**src/rtl/mbist_addr_seq_pkg.sv**
```systemverilog
// Shared codes for the MBIST address sequencer: march orders and FSM states.
package mbist_pkg;

    typedef enum logic [1:0] {
        MODE_LIN = 2'd0,
        MODE_CMP = 2'd1,
        MODE_ROW = 2'd2,
        MODE_RSV = 2'd3
    } mode_t;

    typedef enum logic {
        ST_IDLE = 1'b0,
        ST_RUN  = 1'b1
    } state_t;

endpackage

```
**src/rtl/mbist_addr_seq_if.sv**
```systemverilog
// Controller <-> address sequencer handshake and address bus.
interface mbist_addr_seq_if #(
    parameter int ADDR_W = 8
);
    logic              START;
    logic              STEP;
    logic              ABORT;
    logic [1:0]        MODE;
    logic              DIR;
    logic [ADDR_W-1:0] ADDR_MBIST;
    logic              ADDR_VALID;
    logic              ADDR_LAST;
    logic              ADDR_DONE;
    logic              BUSY;

    modport master (
        output START, STEP, ABORT, MODE, DIR,
        input  ADDR_MBIST, ADDR_VALID, ADDR_LAST, ADDR_DONE, BUSY
    );

    modport slave (
        input  START, STEP, ABORT, MODE, DIR,
        output ADDR_MBIST, ADDR_VALID, ADDR_LAST, ADDR_DONE, BUSY
    );
endinterface

```
**src/rtl/mbist_addr_seq_addr_map.sv**
```systemverilog
// Combinational element-index to array-address mapping for all march orders.
module mbist_addr_map
    import mbist_pkg::*;
#(
    parameter int ROW_W = 4,
    parameter int COL_W = 3
) (
    input  logic [ROW_W+COL_W-1:0] i_idx,
    input  mode_t                  i_mode,
    input  logic                   i_dir,
    output logic [ROW_W+COL_W-1:0] o_addr
);
    localparam int AW = ROW_W + COL_W;

    logic [AW-1:0] w_j;
    logic [AW-1:0] w_half;

    // DEPTH-1-x is the bitwise inverse of x because DEPTH is a power of two.
    assign w_j    = i_dir ? ~i_idx : i_idx;
    assign w_half = w_j >> 1;

    always_comb begin
        o_addr = w_j;
        case (i_mode)
            MODE_CMP: o_addr = w_j[0] ? ~w_half : w_half;
            MODE_ROW: o_addr = {w_j[ROW_W-1:0], w_j[AW-1:ROW_W]};
            default:  o_addr = w_j;
        endcase
    end
endmodule

```
**src/rtl/mbist_addr_seq.sv**
```systemverilog
// MBIST address sequencer: walks every word of the array once per march element.
module mbist_addr_seq
    import mbist_pkg::*;
#(
    parameter int ADDR_W = 8,
    parameter int ROW_W  = 4,
    parameter int COL_W  = 3
) (
    input  logic             CLK,
    input  logic             nRESET,
    mbist_addr_seq_if.slave  bus
);
    localparam int AW = ROW_W + COL_W;
    localparam logic [AW-1:0] IDX_MAX = '1;

    state_t            r_state;
    logic [AW-1:0]     r_idx;
    mode_t             r_mode;
    logic              r_dir;
    logic [ADDR_W-1:0] r_addr;
    logic              r_valid;
    logic              r_last;
    logic              r_done;

    state_t            w_state_nxt;
    logic [AW-1:0]     w_idx_nxt;
    mode_t             w_mode_nxt;
    logic              w_dir_nxt;
    logic              w_valid_nxt;
    logic              w_last_nxt;
    logic              w_done_nxt;
    logic              w_load;
    logic [AW-1:0]     w_map_addr;

    mbist_addr_map #(
        .ROW_W (ROW_W),
        .COL_W (COL_W)
    ) u_map (
        .i_idx  (w_idx_nxt),
        .i_mode (w_mode_nxt),
        .i_dir  (w_dir_nxt),
        .o_addr (w_map_addr)
    );

    // Priority ABORT > START > STEP; the address register only loads on a new index.
    always_comb begin
        w_state_nxt = r_state;
        w_idx_nxt   = r_idx;
        w_mode_nxt  = r_mode;
        w_dir_nxt   = r_dir;
        w_valid_nxt = r_valid;
        w_last_nxt  = r_last;
        w_done_nxt  = 1'b0;
        w_load      = 1'b0;
        if (bus.ABORT) begin
            w_state_nxt = ST_IDLE;
            w_valid_nxt = 1'b0;
            w_last_nxt  = 1'b0;
        end else if (bus.START) begin
            w_state_nxt = ST_RUN;
            w_idx_nxt   = '0;
            w_mode_nxt  = mode_t'(bus.MODE);
            w_dir_nxt   = bus.DIR;
            w_valid_nxt = 1'b1;
            w_last_nxt  = (IDX_MAX == '0);
            w_load      = 1'b1;
        end else if (r_state == ST_RUN && bus.STEP) begin
            if (r_idx == IDX_MAX) begin
                w_state_nxt = ST_IDLE;
                w_valid_nxt = 1'b0;
                w_last_nxt  = 1'b0;
                w_done_nxt  = 1'b1;
            end else begin
                w_idx_nxt   = r_idx + 1'b1;
                w_last_nxt  = (w_idx_nxt == IDX_MAX);
                w_load      = 1'b1;
            end
        end
    end

    always_ff @(posedge CLK) begin
        if (!nRESET) begin
            r_state <= ST_IDLE;
            r_idx   <= '0;
            r_mode  <= MODE_LIN;
            r_dir   <= 1'b0;
            r_addr  <= '0;
            r_valid <= 1'b0;
            r_last  <= 1'b0;
            r_done  <= 1'b0;
        end else begin
            r_state <= w_state_nxt;
            r_idx   <= w_idx_nxt;
            r_mode  <= w_mode_nxt;
            r_dir   <= w_dir_nxt;
            r_valid <= w_valid_nxt;
            r_last  <= w_last_nxt;
            r_done  <= w_done_nxt;
            if (w_load) begin
                r_addr <= ADDR_W'(w_map_addr);
            end
        end
    end

    assign bus.ADDR_MBIST = r_addr;
    assign bus.ADDR_VALID = r_valid;
    assign bus.ADDR_LAST  = r_last;
    assign bus.ADDR_DONE  = r_done;
    assign bus.BUSY       = (r_state == ST_RUN);
endmodule
```
**src/flat_wrapper.sv**
```systemverilog
// flat-port wrapper written by rule: the top's interface ports become plain ports
module mbist_addr_seq_flat import mbist_pkg::*;
#(
    parameter int ADDR_W = 8,
    parameter int ROW_W  = 4,
    parameter int COL_W  = 3
)
  (CLK, nRESET, bus_START, bus_STEP, bus_ABORT, bus_MODE, bus_DIR, bus_ADDR_MBIST, bus_ADDR_VALID, bus_ADDR_LAST, bus_ADDR_DONE, bus_BUSY);
  mbist_addr_seq_if #(.ADDR_W(ADDR_W)) bus_i ();
  input  logic CLK;
  input  logic nRESET;
  input wire logic [$bits(bus_i.START)-1:0] bus_START;
  input wire logic [$bits(bus_i.STEP)-1:0] bus_STEP;
  input wire logic [$bits(bus_i.ABORT)-1:0] bus_ABORT;
  input wire logic [$bits(bus_i.MODE)-1:0] bus_MODE;
  input wire logic [$bits(bus_i.DIR)-1:0] bus_DIR;
  output wire logic [$bits(bus_i.ADDR_MBIST)-1:0] bus_ADDR_MBIST;
  output wire logic [$bits(bus_i.ADDR_VALID)-1:0] bus_ADDR_VALID;
  output wire logic [$bits(bus_i.ADDR_LAST)-1:0] bus_ADDR_LAST;
  output wire logic [$bits(bus_i.ADDR_DONE)-1:0] bus_ADDR_DONE;
  output wire logic [$bits(bus_i.BUSY)-1:0] bus_BUSY;
  assign bus_i.START = bus_START;
  assign bus_i.STEP = bus_STEP;
  assign bus_i.ABORT = bus_ABORT;
  assign bus_i.MODE = bus_MODE;
  assign bus_i.DIR = bus_DIR;
  assign bus_ADDR_MBIST = bus_i.ADDR_MBIST;
  assign bus_ADDR_VALID = bus_i.ADDR_VALID;
  assign bus_ADDR_LAST = bus_i.ADDR_LAST;
  assign bus_ADDR_DONE = bus_i.ADDR_DONE;
  assign bus_BUSY = bus_i.BUSY;
  mbist_addr_seq #(.ADDR_W(ADDR_W), .ROW_W(ROW_W), .COL_W(COL_W)) u_core (.CLK(CLK), .nRESET(nRESET), .bus(bus_i));
endmodule
```
**config.mk**
```make
export PLATFORM = sky130hd
export DESIGN_NAME = mbist_addr_seq_flat
export DESIGN_NICKNAME = d
export VERILOG_FILES = /design/src/rtl/mbist_addr_seq_pkg.sv /design/src/rtl/mbist_addr_seq_if.sv /design/src/rtl/mbist_addr_seq_addr_map.sv /design/src/rtl/mbist_addr_seq.sv /design/src/flat_wrapper.sv
export SDC_FILE = /design/constraint.sdc
export NUM_CORES = 1
export LEC_CHECK = 0
export ABC_CLOCK_PERIOD_IN_PS = 1900
export CELL_PAD_IN_SITES_DETAIL_PLACEMENT = 2
export CELL_PAD_IN_SITES_GLOBAL_PLACEMENT = 2
export CORE_ASPECT_RATIO = 0.5
export CORE_MARGIN = 5
export CORE_UTILIZATION = 29
export DETAILED_ROUTE_END_ITERATION = 8
export PLACE_DENSITY = 0.72
export SETUP_SLACK_MARGIN = 0.5
export SYNTH_ARGS = -nofsm -noshare
export SYNTH_HDL_FRONTEND = slang
export SYNTH_SLANG_ARGS = --single-unit
```
**constraint.sdc**
```tcl
create_clock -name CLK -period 1.9 [get_ports CLK]
set_input_delay 0.38 -clock CLK [delete_from_list [all_inputs] [get_ports CLK]]
set_output_delay 0.38 -clock CLK [all_outputs]
set_load 0.02 [all_outputs]
```
======== Yosys cells after proc, flatten, opt, wreduce, memory -nomap -nowiden ========
Cells that the tools add are included.
operators by class
  equality and inequality tests ........... 4
  add/sub/neg operators ................... 1
  bitwise gates (word level) .............. 4
  multiplexer cells ....................... 20
  reductions and logical operators ........ 7
operators with widths
  operator                                                               number
  7-bit two-way mux                                                      6
  7-bit equality test, second input constant                             2
  7-bit case mux with 2 select lines                                     1
  1-bit two-way mux                                                      11
  7-bit by 1-bit adder with 7-bit output, second input constant          1
  6-bit inverter with 7-bit output                                       1
  7-bit inverter                                                         1
  2-bit two-way mux                                                      2
  2-bit nonzero test                                                     2
  4-bit OR reduction                                                     1
  3-bit OR reduction                                                     1
  2-bit by 1-bit equality test with 1-bit output, second input constant  1
  2-bit equality test, second input constant                             1
  1-bit inverter                                                         2
  2-bit AND reduction                                                    1
  2-bit OR reduction                                                     1
  1-bit logical AND                                                      1
word-level totals
  bits of input ports ..................... 8
  register bits ........................... 20
  output and inout port bits .............. 12

======== Logic depth before layout (Yosys ltp) ========
Gate-level depths: netlist of the first run.
  depth after elaboration ................. 10
  depth in mapped cells ................... 10

======== By module ========
Synthesis of the first run repeated with hierarchy kept, for this count alone.
unflattened totals
  cell total of the unflattened synthesis .. 188
  area, all modules ....................... 1562.7 µm²
modules (own cells, without submodules)
  module          cells each  times used  area each (µm²)  seq. area each (µm²)
  mbist_addr_seq  131         1           1129.8           400.4
  mbist_addr_map  57          1           432.9            0.0

======== Least setup slack after synthesis of the first run ========
OpenSTA, ideal clock, no wires.
  path kind ............................... input -> register
  start ................................... in bus_START
  end ..................................... reg u_core.r_addr[1] (netlist: u_core.bus.ADDR_MBIST[1])
  buffers on the path ..................... 2
  data required time ...................... 1.774 ns
  data arrival time ....................... 1.932 ns
  stages .................................. 9
  path slack .............................. -0.158 ns
  path through ............................ buf_2 nor2b_1 buf_2 mux2i_1 inv_1 ha_1 o211a_1 a2111oi_2 a21oi_1
on the way
  elaborated cells between the ends (all ways) .. 15
  classes of those cells .................. eq/ne: 2; mux: 11; bitwise: 2
RTL lines
  item                                                                                          line                           source
  from (decl)                                                                                   flat_wrapper.sv:12             input wire logic [$bits(bus_i.START)-1:0] bus_START;
  2-bit two-way mux *                                                                           mbist_addr_seq.sv:59           end else if (bus.START) begin
  2-bit two-way mux *                                                                           mbist_addr_seq.sv:55           if (bus.ABORT) begin
  named net u_core.u_map.i_mode[1]                                                              mbist_addr_seq_addr_map.sv:9   input mode_t i_mode,
  2-bit equality test / 2-bit by 1-bit equality test with 1-bit output (equally long branches)  mbist_addr_seq_addr_map.sv:24  case (i_mode)
  7-bit case mux with 2 select lines *                                                          mbist_addr_seq_addr_map.sv:24
  to (signal assigned)                                                                          mbist_addr_seq.sv:100          r_addr <= ADDR_W'(w_map_addr);
  to (decl)                                                                                     mbist_addr_seq.sv:20           logic [ADDR_W-1:0] r_addr;
Mark *: on every way through the listed nets, which the timed path passes. The rest lies on a longest branch.
A chain may end at the register's enable or synchronous reset.

======== Worst setup path after layout of the first run ========
  start ................................... reg u_core.r_idx[0]
  end ..................................... reg u_core.r_addr[0] (netlist: u_core.bus.ADDR_MBIST[0])
on the way
  longest elaborated chain between the ends .. 10
  elaborated cells between the ends (all ways) .. 15
  classes of those cells .................. add/sub: 1; eq/ne: 1; mux: 11; bitwise: 2
RTL lines
  item                                                                                  line                                        source
  from (decl)                                                                           mbist_addr_seq.sv:17                        logic [AW-1:0] r_idx;
  from (signal assigned)                                                                mbist_addr_seq.sv:93                        r_idx <= w_idx_nxt;
  7-bit by 1-bit adder with 7-bit output / 7-bit equality test (equally long branches)  mbist_addr_seq.sv:74, mbist_addr_seq.sv:68
  7-bit two-way mux                                                                     mbist_addr_seq.sv:68                        if (r_idx == IDX_MAX) begin
  7-bit two-way mux                                                                     mbist_addr_seq.sv:67                        end else if (r_state == ST_RUN && bus.STEP) begin
  7-bit two-way mux                                                                     mbist_addr_seq.sv:59
  7-bit two-way mux                                                                     mbist_addr_seq.sv:55
  7-bit inverter                                                                        mbist_addr_seq_addr_map.sv:19               assign w_j = i_dir ? ~i_idx : i_idx;
  7-bit two-way mux                                                                     mbist_addr_seq_addr_map.sv:19
  6-bit inverter with 7-bit output                                                      mbist_addr_seq_addr_map.sv:25               MODE_CMP: o_addr = w_j[0] ? ~w_half : w_half;
  7-bit two-way mux                                                                     mbist_addr_seq_addr_map.sv:25
  7-bit case mux with 2 select lines                                                    mbist_addr_seq_addr_map.sv:24
Several ways; a longest one is shown, not always the timed one.

==> out/metrics.yaml, run 1 <==
vias: 1808
cts_buffers: 3
seq_area_frac_synth: 0.287
overflow: 0
die_area_mm2: 0.00638
die_height_um: 59.0
min_path_cells: 3
final_antenna_net_count: 0
antenna_found_initial: 0
grt_pass1_vias: 2036
clk_path_buf_depth: 2
p_switching_mw: 0.425
hold_ws_ns: 0.532
cts.clk_slew.worst_paths_ns: 0.10
setup_violations: 7
synth-async-reset-ratio: 0
num_rows: 17
start_util: 0.308
worst_setup_path_start_kind: "register"
ctsHtreeMaxLevel: 1
fin_crit_ns: 2.22
dpl.hpwl_mm: 4.87
holdPathEnd: "u_core.bus.ADDR_DONE"
postCtsHoldBufs: 0
die_w_um: 108
clock_power_share: 0.360
wire_per_inst_um: 30.3
hold_viol: 0
syn_avg_cell_area_um2: 8.30
dr.first_iter.drc_count: 77
area_delta_synth_final_pct: 88.5
wl_mm: 9.52
switching_share: 0.323
r2r-start: "u_core.r_idx[0]"
maxSlewViolCount: 0
syn-instance-count: 168
cts_sinks: 20
io_buffer_count: 18
status: "finished with violations"
synth_flop_cell: "dfxtp_1"
r2r-end: "u_core.bus.ADDR_MBIST[0]"
p_int_mw: 0.891
syn-cell-area_mm2: 0.00140
critPathKind: "reg2reg"
core-area_mm2: 0.00453
max_freq_mhz: 450
gp_congestion: 0.882
synth.top_cell.area_share: 0.287
yosysWarningCount: 0
cts-root-buf: "clkbuf_8"
dp_slack_ns: -0.681
pwr-share-seq: 0.340
rsz0062_at_grt: "true"
arrival_ns: 2.41
fin_ws_ns: -0.324
rrSetupSlack_ns: -0.32
hold_path_class: "in2reg"
violations: "negative setup slack"
ys_ff_latch: 20
synth_most_common_cell: "dfxtp_1"
grt_pass1_wl_mm: 13.5
setup_tns_ns: -1.66
cts_tree: "built"
p_leak_nw: 1.12
drv_cap: 0
fillerInstances: 430
end_kind: "register"
num_antenna_cells: 0
drc: 0
synth_top_cell_by_area: "dfxtp_1"
viasPerCell: 5.76
clkLatencyLatePin_ns: 0.29
fin_crit_sh: 1.17
stdcell_area_mm2: 0.00263
r2r_cells: 10
netlist_top_cells_count: "dfxtp_1 (20), nand2_1 (14), nor3_1 (12)"
power_mw: 1.32
synth.distinct_cells: 49
p_per_area_mw_per_mm2: 500
cp_max_fo: 5
first_pass_iters: 4
yosys-top-cells-area: "dfxtp_1 (29%), xnor2_1 (4.4%), nor3_1 (4.3%), nand2_1 (3.8%), ha_1 (3.6%)"
track_usage: 0.293
finClkSkew_ns: 0.0153
grt_max_degree: 13
worstPathRequired_ns: 2.08
syn_nets: 180
min_from: "bus_START"
ir_worst_vdd_mv: 0.412
dpl_cell_area_mm2: 0.00209
nets: 261
drive_gt1_frac: 0.613
pin_count: 20
p_comb_frac: 0.300
synth_edf_count: 0
## worst max-delay path: stages (launching register included)
cell and delay (ns):
dfxtp_4 0.40, ha_4 0.17, nand3_2 0.08, o211ai_1 0.34, o311ai_4 0.16, buf_4 0.17, buf_12 0.14, xnor2_4 0.19
buf_6 0.13, o22ai_2 0.08, nor3_2 0.25
## power groups by stage
stage | registers (mW) | logic (mW) | clock network, mW
global route | 0.449 | 0.410 | 0.488
floorplan | 0.469 | 0.133 | 0
detailed placement | 0.455 | 0.280 | 0
global placement | 0.454 | 0.268 | 0
CTS | 0.445 | 0.347 | 0.451
finish | 0.448 | 0.394 | 0.474
## stage by stage
step | utilization | instances
3_5_place_dp | 0.461 | 293
5_1_grt | 0.581 | 314
6_report | 0.581 | 314
3_3_place_gp | 0.461 | 293
4_1_cts | 0.560 | 311
2_1_floorplan | - | 168
## state kept, by name (all words and copies together) (netlist names)
| register | cells |
|---|---|
| u_core.bus.ADDR_LAST | 1 |
| u_core.bus.ADDR_DONE | 1 |
| u_core.bus.ADDR_MBIST | 7 |
| u_core.r_dir | 1 |
| u_core.bus.ADDR_VALID | 1 |
| u_core.r_idx | 7 |
| u_core.r_mode | 2 |
## routing by layer
metal  routed length [um]  vias to the layer above  share of wire  track usage
met5                    0                        -              0            0
met4                  246                        0          0.026       0.0683
met3                  556                       22          0.058       0.0555
met1                 4240                      939           0.45        0.367
li1                     -                      774              -            -
met2                 4480                       73           0.47        0.530
## layout by cell type (no fill, tap or decap), drive strengths merged, types with 5 or more instances in the layout
master,instances
xnor2,7
xor2,5
a221oi,5
dlygate4sd2,6
nand2,14
nor2,9
and3,5
dfxtp,20
a21oi,10
inv,7
nand3,7
clkbuf,6
nor3,12
and2,5
buf,75
o21ai,6
## cell type report
cell class | count | area (um2) | share of cell area
multi-input cells | 128 | 1240 | 0.472
repair buffers | 89 | 788 | 0.300
flip-flops and latches | 20 | 419 | 0.159
well taps | 66 | 82.6 | 0.0314
clock buffers | 3 | 41.3 | 0.0157
clock inverters | 1 | 30.0 | 0.0114
inverters | 7 | 26.3 | 0.00999
## worst max path at each step
stage / end / start / slack, ns
final: u_core.bus.ADDR_MBIST[0] / u_core.r_idx[0] / -0.32
after CTS: u_core.bus.ADDR_MBIST[0] / u_core.r_idx[0] / -0.11
after detailed placement: u_core.bus.ADDR_MBIST[3] / bus_START / -0.68
after global placement: u_core.bus.ADDR_MBIST[2] / bus_START / -0.57
after floorplan: u_core.bus.ADDR_MBIST[2] / bus_START / 0.03
after global routing: u_core.bus.ADDR_MBIST[0] / u_core.r_idx[0] / -0.43
## kinds of logic (layout without fill, tap and decap cells)
group	after synthesis	count (layout)	synth area share
AO/OA/AOI/OAI	45	45	0.266
XOR/XNOR	12	12	0.0753
adder cells (fa/ha/maj)	4	4	0.0359
buffers and inverters	20	100	0.0673
flip-flops	20	20	0.287
multiplexers	4	4	0.0287
other	1	1	0.00269
AND/OR/NAND/NOR	62	62	0.237
## repair_timing
action                                  in CTS  in global routing
pin swaps                                   18                 14
cloned                                       2                  0
setup buffers                               12                  3
endpoints found under the setup margin      30                 24
gates resized for setup                     80                 29
(Power assumes the default switching activity.)
==> run 2: changes to the inputs <==
Settings changed: CAP_MARGIN set to 15.
==> results of run 2 <==
The final DEF is identical to that of run 1; final timing and power are the same.
==> run 3: changes to the inputs <==
Settings changed: PLACE_DENSITY 0.72 to unset, PLACE_DENSITY_LB_ADDON set to 0.1.
==> run 3 against run 2 <==
The flow still finishes with violations (negative setup slack). Die area stayed put. Via count about the same. Non-clock buffer count decreased by 7. Hold slack improved by 0.029 ns. Maximum frequency up 2.5%. Final cell count shrank 2.2%. Combinational power decreased by 4%. Critical path type unchanged.
==> out/metrics.yaml, run 3 (synthesis gave the netlist of run 1 again) <==
worst_setup_path_start_kind: "register"
num_antenna_cells: 0
clk_path_buf_depth: 2
viasPerCell: 5.89
fin_ws_ns: -0.270
cp_max_fo: 4
die_height_um: 59.0
setup_violations: 8
max_freq_mhz: 461
wire_per_inst_um: 29.1
rsz0062_at_grt: "true"
nets: 254
wl_mm: 8.93
core-area_mm2: 0.00453
fin_crit_ns: 2.17
layout_commonest_cell: "buf_4"
gp_congestion: 0.767
hold_path_class: "reg2reg"
drive_gt1_frac: 0.585
grt_pass1_wl_mm: 11.8
maxSlewViolCount: 0
min_path_cells: 2
grt_util_met2: 0.466
grt-busiest-layer: "met2"
drv_cap: 0
arrival_ns: 2.30
finClkSkew_ns: 0.0132
ir_worst_vdd_mv: 0.340
dr.first_iter.drc_count: 134
area_delta_synth_final_pct: 83.0
start_util: 0.308
gr-usage-met3: 0.0424
rrSetupSlack_ns: -0.27
final_antenna_net_count: 0
ctsHtreeMaxLevel: 1
cts_tree: "built"
drc: 0
cts.clk_slew.worst_paths_ns: 0.09
relSlewSlack: 0.627
end_kind: "register"
io_buffer_count: 18
die_area_mm2: 0.00638
hold_viol: 0
instances_no_fill: 307
worstPathRequired_ns: 2.03
antenna_found_initial: 0
critPathKind: "reg2reg"
cts-root-buf: "clkbuf_8"
dp_slack_ns: -0.620
pin_count: 20
status: "finished with violations"
cts_buffers: 3
num_rows: 17
r2r-start: "u_core.r_idx[1]"
numPlacedInstances: 292
holdPathEnd: "u_core.bus.ADDR_MBIST[6]"
r2r-end: "u_core.bus.ADDR_MBIST[5]"
use_met1: 0.315
postCtsHoldBufs: 0
p_per_area_mw_per_mm2: 446
grt_max_degree: 12
grt_pass1_vias: 1928
final_util: 0.564
vias: 1807
overflow: 0
first_pass_iters: 4
die_w_um: 108
dpl.hpwl_mm: 4.26
min_from: "u_core.bus.ADDR_MBIST[6]"
tightest_slew_ns: 0.558
track_usage: 0.252
p_leak_nw: 1.09
final_cell_mix: "buf_4 (52), dfxtp_1 (13), nand2_1 (10)"
violations: "negative setup slack"
fin_crit_sh: 1.14
cts_sinks: 20
clkLatencyLatePin_ns: 0.27
r2r_cells: 7
[run 3: cell types whose count changed in the layout (fill, tap and decap cells not counted), moves of 2 or more]
cell,change
buf_4,-9
nand2_2,-4
and2_1,-2
and2_4,+2
buf_12,-2
buf_2,+2
buf_6,+2
clkdlybuf4s15_1,+2
nand2_1,+2
nand2_4,+2
[run 3: area by class of cell]
type | count | area, um2
fillers | 444 | 1980
multi-input cells | 128 | 1260
repair buffers | 82 | 717
flip-flops and latches | 20 | 419
well taps | 66 | 82.6
clock buffers | 4 | 45.0
inverters | 7 | 26.3
[run 3: routing by layer]
metal,part of all wire,wire length [um],vias up
met5,0,0,-
met2,0.48,4260,81
met4,0.019,171,0
met3,0.057,508,14
met1,0.45,3990,945
li1,-,-,767
[run 3: worst max-delay path, stage by stage, from the launching register on]
cell	delay, ns
dfxtp_4	0.40
nand2_1	0.11
or3_4	0.41
a311oi_4	0.38
buf_6	0.18
nor3_1	0.08
o31ai_1	0.35
a21oi_1	0.11
[run 3: what timing repair did]
| action | in CTS | in global routing |
|---|---|---|
| pin swaps | 16 | 13 |
| gates cloned | 1 | 1 |
| gates resized for setup | 71 | 37 |
| endpoints found under the setup margin | 30 | 24 |
| setup buffers | 5 | 4 |
[run 3: worst max path at each step]
stage	startpoint	end
after floorplan	bus_START	u_core.bus.ADDR_MBIST[2]
after global placement	bus_START	u_core.bus.ADDR_MBIST[6]
after detailed placement	bus_START	u_core.bus.ADDR_MBIST[3]
after CTS	u_core.r_idx[0]	u_core.bus.ADDR_MBIST[4]
after global routing	u_core.r_idx[1]	u_core.bus.ADDR_MBIST[3]
final	u_core.r_idx[1]	u_core.bus.ADDR_MBIST[5]
[run 3: where the power goes]
group	internal, mW	switching [mW]	leakage (nW)
sequential	0.430	0.0161	0.167
clock	0.150	0.164	0.0228
combinational	0.169	0.210	0.904
total	0.750	0.390	1.09
[run 3: stage by stage]
step	hold slack (ns)	area, um2	power [mW]	setup TNS, ns
after global placement	0.520	2080	0.724	-4.32
after detailed placement	0.561	2080	0.735	-4.82
after floorplan	0.482	1480	0.602	0
final	0.562	2550	1.14	-1.68
after global routing	0.595	2550	1.19	-1.88
after CTS	0.582	2370	1.08	-0.147
